**src/rtl/exec_unit_dtypes.sv**
```systemverilog
// Shared exec-unit interconnect types: channel payloads, widths and the
// output-slot state encoding used by the icon arbiter.
`ifndef NUM_EXEC_UNITS
`define NUM_EXEC_UNITS 4
`endif

package exec_unit_dtypes;

   localparam int DATA_WIDTH   = 32;
   localparam int ADDR_WIDTH   = 16;
   localparam int LOG2_NUM_REQ = $clog2(`NUM_EXEC_UNITS);

   typedef struct packed {
      logic                  valid;
      logic [ADDR_WIDTH-1:0] addr;
      logic [DATA_WIDTH-1:0] data;
   } type_icon_channel;

   typedef struct packed {
      logic ready;
   } type_icon_rx_channel;

   typedef enum logic {
      EMPTY = 1'b0,
      FULL  = 1'b1
   } type_icon_arb_state;

endpackage

```
**src/rtl/eu_icon_arbiter_rr_priority_picker.sv**
```systemverilog
// Combinational round-robin search: first set request at or after the
// pointer, wrapping from NUM_REQ-1 back to 0.
module rr_priority_picker #(
   parameter  int NUM_REQ = 4,
   localparam int IDX_W   = $clog2(NUM_REQ)
) (
   input  logic [NUM_REQ-1:0] i_req,
   input  logic [IDX_W-1:0]   i_ptr,
   output logic               o_found,
   output logic [NUM_REQ-1:0] o_grant,
   output logic [IDX_W-1:0]   o_idx
);

   always_comb begin
      int               j;
      logic [IDX_W-1:0] w_pos;
      // NOTE: every output gets a default before the search so no path
      // leaves a value unassigned and no latch is inferred.
      o_found = 1'b0;
      o_grant = '0;
      o_idx   = '0;
      j       = 0;
      w_pos   = '0;
      for (int k = 0; k < NUM_REQ; k++) begin
         j = int'(i_ptr) + k;
         if (j >= NUM_REQ) j = j - NUM_REQ;
         w_pos = IDX_W'(j);
         if (!o_found && i_req[w_pos]) begin
            o_found        = 1'b1;
            o_grant[w_pos] = 1'b1;
            o_idx          = w_pos;
         end
      end
   end

endmodule

```
**src/rtl/eu_icon_arbiter.sv**
```systemverilog
// Round-robin arbiter feeding one registered interconnect slot; the slot
// reloads in the same cycle it drains, giving one beat per cycle.
module eu_icon_arbiter
   import exec_unit_dtypes::*;
#(
   parameter  int NUM_REQ    = `NUM_EXEC_UNITS,
   parameter  int DATA_WIDTH = exec_unit_dtypes::DATA_WIDTH,
   localparam int IDX_W      = $clog2(NUM_REQ)
) (
   input  logic                i_clk,
   input  logic                reset,
   input  type_icon_channel    i_req [NUM_REQ],
   output logic [NUM_REQ-1:0]  o_req_ready,
   output type_icon_channel    o_chan,
   input  type_icon_rx_channel i_chan_rx,
   output logic [IDX_W-1:0]    o_grant_idx
);

   type_icon_arb_state r_state;
   type_icon_channel   r_chan;
   logic [IDX_W-1:0]   r_grant_idx;
   logic [IDX_W-1:0]   r_rr_ptr;

   logic [NUM_REQ-1:0] w_req_valid;
   logic               w_loadable;
   logic               w_found;
   logic [NUM_REQ-1:0] w_grant;
   logic [IDX_W-1:0]   w_sel_idx;
   logic [IDX_W-1:0]   w_next_ptr;

   always_comb begin
      w_req_valid = '0;
      for (int i = 0; i < NUM_REQ; i++) w_req_valid[i] = i_req[i].valid;
   end

   // Loadable when the slot is free or its current beat leaves this cycle.
   assign w_loadable = (r_state == EMPTY) || i_chan_rx.ready;

   rr_priority_picker #(.NUM_REQ(NUM_REQ)) u_picker (
      .i_req   (w_req_valid),
      .i_ptr   (r_rr_ptr),
      .o_found (w_found),
      .o_grant (w_grant),
      .o_idx   (w_sel_idx)
   );

   assign w_next_ptr  = (w_sel_idx == IDX_W'(NUM_REQ - 1)) ? '0 : w_sel_idx + 1'b1;
   assign o_req_ready = (!reset && w_loadable && w_found) ? w_grant : '0;

   always_ff @(posedge i_clk) begin
      // NOTE: non-blocking assignments throughout, so every branch below
      // reads the pre-edge values of the slot registers.
      if (reset) begin
         r_state     <= EMPTY;
         r_chan      <= '0;
         r_grant_idx <= '0;
         r_rr_ptr    <= '0;
      end else if (w_loadable) begin
         if (w_found) begin
            r_chan.valid <= 1'b1;
            r_chan.addr  <= i_req[w_sel_idx].addr;
            r_chan.data  <= i_req[w_sel_idx].data[DATA_WIDTH-1:0];
            r_grant_idx  <= w_sel_idx;
            r_rr_ptr     <= w_next_ptr;
            r_state      <= FULL;
         end else begin
            r_chan.valid <= 1'b0;
            r_state      <= EMPTY;
         end
      end
   end

   assign o_chan      = r_chan;
   assign o_grant_idx = r_grant_idx;

endmodule

```
**config.mk**
```make
export PLATFORM = sky130hd
export DESIGN_NAME = eu_icon_arbiter
export DESIGN_NICKNAME = d
export VERILOG_FILES = /design/src/rtl/exec_unit_dtypes.sv /design/src/rtl/eu_icon_arbiter_rr_priority_picker.sv /design/src/rtl/eu_icon_arbiter.sv
export SDC_FILE = /design/constraint.sdc
export NUM_CORES = 1
export LEC_CHECK = 0
export BUFFER_PORTS_ARGS = -buffer_cell sky130_fd_sc_hd__buf_4
export CAP_MARGIN = 20
export CORE_MARGIN = 2
export CORE_UTILIZATION = 30
export CTS_CLUSTER_SIZE = 10
export DETAILED_ROUTE_END_ITERATION = 10
export GPL_TIMING_DRIVEN = 0
export PLACE_DENSITY_LB_ADDON = 0.05
export SLEW_MARGIN = 25
export SYNTH_ARGS = -nofsm -noshare
export SYNTH_HDL_FRONTEND = slang
export SYNTH_SLANG_ARGS = --single-unit
```
**constraint.sdc**
```tcl
create_clock -name i_clk -period 4.31 [get_ports i_clk]
set_input_delay 1.0775 -clock i_clk [delete_from_list [all_inputs] [get_ports i_clk]]
set_output_delay 1.0775 -clock i_clk [all_outputs]
set_load 0.02 [all_outputs]
```
# --- Word level (Yosys, flattened, before mapping) ---
# Cells that the tools add are included.
totals:
  latchBits: 0
  in_bits: 199
  ramBits: 0
  memories: 0
  out_inout_bits: 55
  romBits: 0
  elab_cells: 85
  reg_bits: 53
classes:
  mux: 38
  add_sub_neg: 8
  n_bitwise: 5
  eq_ne: 1
  n_mul: 0
  reduce_logical: 15
  n_div: 0
  shift: 0
  magnitude_cmp: 13
op_table:
  columns: ["cell", "count"]
  rows:
  - ["49-bit binary-select mux with 2-bit select", 1]
  - ["48-bit two-way mux", 2]
  - ["4-bit two-way mux", 5]
  - ["2-bit two-way mux", 9]
  - ["1-bit two-way mux", 13]
  - ["3-bit >= comparator, second input constant", 4]
  - ["2-bit by 3-bit < comparator with 1-bit output, second input constant", 4]
  - ["4-bit OR", 3]
  - ["1-bit logical AND", 9]
  - ["1-bit binary-select mux with 2-bit select", 4]
  - ["1-bit demux with 2-bit select", 4]
  - ["2-bit by 1-bit >= comparator with 1-bit output, second input constant", 4]
  - ["2-bit by 1-bit subtractor with 2-bit output, second input constant", 4]
  - ["2-bit by 2-bit adder with 3-bit output, second input constant", 2]
  - ["1-bit zero test", 4]
  - ["2-bit by 1-bit adder with 3-bit output, second input constant", 1]
  - ["2-bit by 3-bit >= comparator with 1-bit output, second input constant", 1]
  - ["2-bit inverter with 3-bit output", 1]
  - ["2-bit by 1-bit adder with 2-bit output, second input constant", 1]
  - ["2-bit == test, second input constant", 1]
  - ["2-bit AND reduction", 1]
  - ["1-bit logical OR", 1]
  - ["1-bit inverter", 1]

# --- Longest topological paths before layout ---
logic_depth:
  ltp_word: 18
  depth_mapped: 17
  ltp_nobuf: 10

# --- Modules after synthesis ---
# Synthesis repeated with hierarchy kept, for this count alone.
unflattened:
  hier_cells: 240
  area_unflattened_um2: 3276.9
by_module_without_submodules:
  columns: ["module", "area_per_inst_um2", "n_inst", "seq_area_each_um2", "cells_each"]
  rows:
  - ["eu_icon_arbiter", 2857.7, 1, 1061.0, 195]
  - ["rr_priority_picker", 419.2, 1, 0.0, 45]

# --- Least setup slack after synthesis ---
# OpenSTA, ideal clock, no wires.
synth_timing:
  path_kind: "register to output"
  from: "register r_rr_ptr[0]"
  to: "output o_req_ready[0]"
  stages_incl_launch_ff: 14
  t_arrival_ps: 3067
  path_slack_ps: 166
  cell_sequence: "dfxtp_1 > buf_4 > inv_1 > buf_2 > clkbuf_1 > ha_1 > clkbuf_1 > mux4_2 > nor2b_1 > buf_2 > buf_2 > a221o_1 > o21ai_0 > a21oi_1"
synth_between:
  elab_chain_cells: 16
synth_rtl:
  columns: ["element", "line", "rtl"]
  rows:
  - ["from (decl)", "eu_icon_arbiter.sv:22", "logic [IDX_W-1:0] r_rr_ptr;"]
  - ["from (signal assigned)", "eu_icon_arbiter.sv:64", "r_rr_ptr <= w_next_ptr;"]
  - ["parallel branches: the longest is 15 deep, another holds 2-bit by 1-bit adder with 3-bit output", null, null]
  - ["4-bit two-way mux (*)", "eu_icon_arbiter.sv:48", "assign o_req_ready = (!reset && w_loadable && w_found) ? w_grant : '0;"]
  - ["to (decl)", "eu_icon_arbiter.sv:13", "output logic [NUM_REQ-1:0] o_req_ready,"]
# Every way passes the cells marked *. The select of a mux whose other input is x is not followed.

# --- Worst setup path after layout ---
layout_timing:
  from: "input i_req[146] (netlist bit)"
  to: "output o_req_ready[3]"
layout_between:
  elab_chain_cells: 14
layout_rtl:
  columns: ["element", "line", "rtl"]
  rows:
  - ["from (decl)", "eu_icon_arbiter.sv:12", "input type_icon_channel i_req [NUM_REQ],"]
  - ["1-bit binary-select mux with 2-bit select", "eu_icon_arbiter_rr_priority_picker.sv:28", "if (!o_found && i_req[w_pos]) begin"]
  - ["1-bit two-way mux (implied by the code)", "eu_icon_arbiter_rr_priority_picker.sv:28", null]
  - ["1-bit two-way mux", "eu_icon_arbiter_rr_priority_picker.sv:28", null]
  - ["1-bit zero test", "eu_icon_arbiter_rr_priority_picker.sv:28", null]
  - ["1-bit logical AND", "eu_icon_arbiter_rr_priority_picker.sv:28", null]
  - ["1-bit two-way mux", "eu_icon_arbiter_rr_priority_picker.sv:28", null]
  - ["1-bit zero test", "eu_icon_arbiter_rr_priority_picker.sv:28", null]
  - ["1-bit logical AND", "eu_icon_arbiter_rr_priority_picker.sv:28", null]
  - ["1-bit two-way mux", "eu_icon_arbiter_rr_priority_picker.sv:28", null]
  - ["1-bit zero test", "eu_icon_arbiter_rr_priority_picker.sv:28", null]
  - ["1-bit logical AND", "eu_icon_arbiter_rr_priority_picker.sv:28", null]
  - ["1-bit two-way mux", "eu_icon_arbiter_rr_priority_picker.sv:28", null]
  - ["1-bit logical AND", "eu_icon_arbiter.sv:48", null]
  - ["4-bit two-way mux (*)", "eu_icon_arbiter.sv:48", null]
# Mark *: on every way between the ends. The rest lies on a longest branch, timed or not. The select of a mux whose other input is x is not followed.

==> results.json <==
{
  "run_status": "complete, no violations",
  "ant_nets_after_route": 0,
  "power_density_nw_per_um2": 617,
  "die_width_um": 127,
  "clock_tree.buffer_depth": 2,
  "finClkSkew_ns": 0.00882,
  "tightest_slew_ns": 0.689,
  "yosys_warnings": 0,
  "startpoint_type_of_the_worst_setup_path": "primary input",
  "fp.coreArea_um2": 15000,
  "data_required_critical_path_ns": 3.23,
  "grt_usage_pct": 22.0,
  "mappedNetlistArea_um2": 4570,
  "leakagePower_uw": 0.00317,
  "crit_path_top_delay_cell": "nor4_1",
  "hold_bufs_at_cts": 0,
  "report.final.slew_viol_count": 0,
  "fp.dieH_um": 127,
  "max_cap_viol_count": 0,
  "fin_crit_ns": 4.14,
  "postRouteWirelength_mm": 18.2,
  "synth_top_cells_by_area": "dfxtp_1 23%, mux2_2 7.4%, o211a_1 7.2%",
  "worst-endpoint-arrival_ns": 3.06,
  "clkSlewWorstSetupHoldPaths_ns": 0.07,
  "area_growth_pct": 50.3,
  "hold_violations_final": 0,
  "final_net_count": 992,
  "setup_viol": 0,
  "maximum_number_of_pins_on_one_net_before_global_route_repair": 20,
  "dpl_worst_slack_ns": -0.442,
  "cp_num_buf_inv": 4,
  "io_buffers": 252,
  "cts_num_sinks": 53,
  "rsz0062_at_grt": "false",
  "critical-path-top-delay-family": "buffers and inverters",
  "drcViolationCount": 0,
  "synth_register_bits": 53,
  "fillCellCount": 1552,
  "place.detailed.hpwl_mm": 14.1,
  "gp_routability_congestion": 0.805,
  "netlist.area_leader.share_pct": 23.2,
  "vias": 5394,
  "clock-root-buffer": "clkbuf_16",
  "timing.max_slew.rel_slack_pct": 54.1,
  "synth_flop_cell": "dfxtp_1",
  "ys_seq_area_share_pct": 23.2,
  "synth_enable_flop_cells": 0,
  "total_power_uw": 4240,
  "grt_remaining_overflow": 0,
  "synth-async-reset-ratio_pct": 0,
  "grt_pass1_wl_mm": 28.3,
  "first_pass_iters": 5,
  "post_synth.cell_area_avg_um2": 8.64,
  "number_of_h_tree_levels": 2,
  "post_drt_wl_per_cell_um": 18.7,
  "start_util_pct": 30.4,
  "tritoncts": "built",
  "finalCritPeriodShare_pct": 96.1,
  "critical-path-max-stage-delay_ns": 0.52,
  "cts_inserted_buffers": 5,
  "ir_drop_mv": 0.223,
  "synth_top_cell_by_area": "dfxtp_1",
  "cp_cell_sequence": "buf_4 -> buf_2 -> nor4_1 -> a21oi_1 -> nand2b_1 -> clkbuf_2 -> a21oi_1 -> buf_4",
  "antenna_cells_inserted": 0,
  "drt-initial-drc-count": 281,
  "drive_above_1_share_pct": 42.4,
  "min_path_type": "flip-flop to flip-flop",
  "worst_setup_path_end_kind": "output pin",
  "grt_antenna_before_repair": 0,
  "path_class": "primary input to output pin",
  "die_area_um2": 16200,
  "critical_path.max_fanout": 19,
  "fmax_mhz": 242,
  "synthesis.nets": 736,
  "synthCells": 529,
  "post_drt_via_cell_ratio": 5.54,
  "num_rows": 45,
  "num_io_pins": 254,
  "synth.lib_cells_used.distinct": 43,
  "clk-insertion-delay-late_ns": 0.31,
  "first_global_vias": 5383,
  "post-route-worst-setup-slack_ns": 0.170
}
cell families (layout without fill, tap and decap cells):
kind of cell,after synthesis,after routing,share of synthesized area (%)
AOI/OAI and AO/OA,225,225,40.4
and+or+nand+nor,117,117,13.6
buffers and inverters,73,330,7.39
muxes,53,53,13.2
DFF,53,53,23.2
adders and majority gates,8,8,2.19
stage by stage:
| step | cells | utilization, % | cell area (um^2) | TNS, ns | hold WS (ns) |
|---|---|---|---|---|---|
| 3_5_place_dp | 969 | 44.6 | 6700 | -1.72 | 0.441 |
| 3_3_place_gp | 969 | 44.6 | 6700 | -1.45 | 0.436 |
| 6_report | 974 | 45.7 | 6870 | 0 | 0.455 |
| 2_1_floorplan | 529 | - | 4570 | 0 | 0.453 |
| 5_1_grt | 974 | 45.7 | 6870 | 0 | 0.483 |
| 4_1_cts | 974 | 45.7 | 6860 | 0 | 0.460 |
what timing repair did:
action	4_1_cts	5_1_grt
gates resized for setup	8	2
buffers inserted	0	1
cloned	0	0
setup endpoints to repair	5	4
per-layer routing:
layer | GRT usage, % | up-vias | part of all wire [%]
li1 | - | 2596 | -
met1 | 28.9 | 2578 | 44
met2 | 35.9 | 199 | 47
met3 | 5.19 | 21 | 7.0
met4 | 6.40 | 0 | 1.8
met5 | 0 | - | 0
power by group:
| group | internal (uW) | switching, uW |
|---|---|---|
| registers | 701 | 118 |
| logic | 1290 | 1690 |
| clock network | 232 | 210 |
| total | 2230 | 2020 |
path summary, 6_finish.rpt:
kind,start,cells after the start,slack (ns),endpoint
setup / recovery,i_req[146],8,0.17,o_req_ready[3]
hold / removal,o_chan[38]$_SDFFE_PP0P_,2,0.45,o_chan[38]$_SDFFE_PP0P_
setup reg to reg,r_rr_ptr[0]$_SDFFE_PP0P_,16,0.63,r_rr_ptr[0]$_SDFFE_PP0P_
hold reg to reg,o_chan[38]$_SDFFE_PP0P_,2,0.45,o_chan[38]$_SDFFE_PP0P_
cell type report:
| type | instances | area (um^2) | share of cell area, % |
|---|---|---|---|
| Multi-Input combinational cell | 403 | 3190 | 46.4 |
| Clock inverter | 2 | 13.8 | 0.200 |
| Tap cell | 188 | 235 | 3.42 |
| Clock buffer | 6 | 139 | 2.02 |
| Sequential cell | 53 | 1060 | 15.5 |
| Timing Repair Buffer | 253 | 1900 | 27.6 |
| Inverter | 7 | 26.3 | 0.382 |
| Buffer | 62 | 308 | 4.48 |
flip-flops by register name (all words and copies together) (netlist names):
signal       cells
o_chan          49
o_grant_idx      2
r_rr_ptr         2
cell usage in the layout, fill, tap and decap left out, types with 12 or more instances in the layout:
cell      synthesis  routed
a211oi_1         34      34
a21oi_1          12      12
a221o_1          19      19
a221oi_1         33      33
a22oi_1          16      16
and2_1           34      34
buf_2            24      20
buf_4             3     257
clkbuf_1         35      31
dfxtp_1          53      52
mux2_2           30      30
mux2i_1          20      20
nand2_1          44      44
nor2b_1          17      16
o211a_1          33      33
o211ai_1         30      30
o31ai_1          34      34
Yosys cell counts, drive strengths merged, types with 2 or more instances:
cell type,number
o31ai,34
nor3,2
a211oi,36
mux2,30
mux4,3
a21oi,12
ha,8
o211a,33
and2,34
o211ai,30
mux2i,20
nor2,5
o21ai,8
buf,31
or3,2
a221o,19
clkbuf,35
a22oi,16
nand2b,6
inv,7
dfxtp,53
nor2b,17
nand2,44
a221oi,33
worst reg2reg max path: stages, from the launching register on:
cell,delay [ns]
dfxtp_2,0.35
buf_4,0.16
inv_1,0.07
buf_2,0.22
clkbuf_4,0.30
ha_4,0.28
nand2b_1,0.08
a21oi_1,0.08
o31a_1,0.27
buf_2,0.18
o21ai_2,0.25
buf_2,0.28
buf_2,0.29
inv_1,0.10
ha_1,0.20
or3_1,0.36
a21oi_1,0.14
Note: power is estimated with default switching activity, not from simulation.
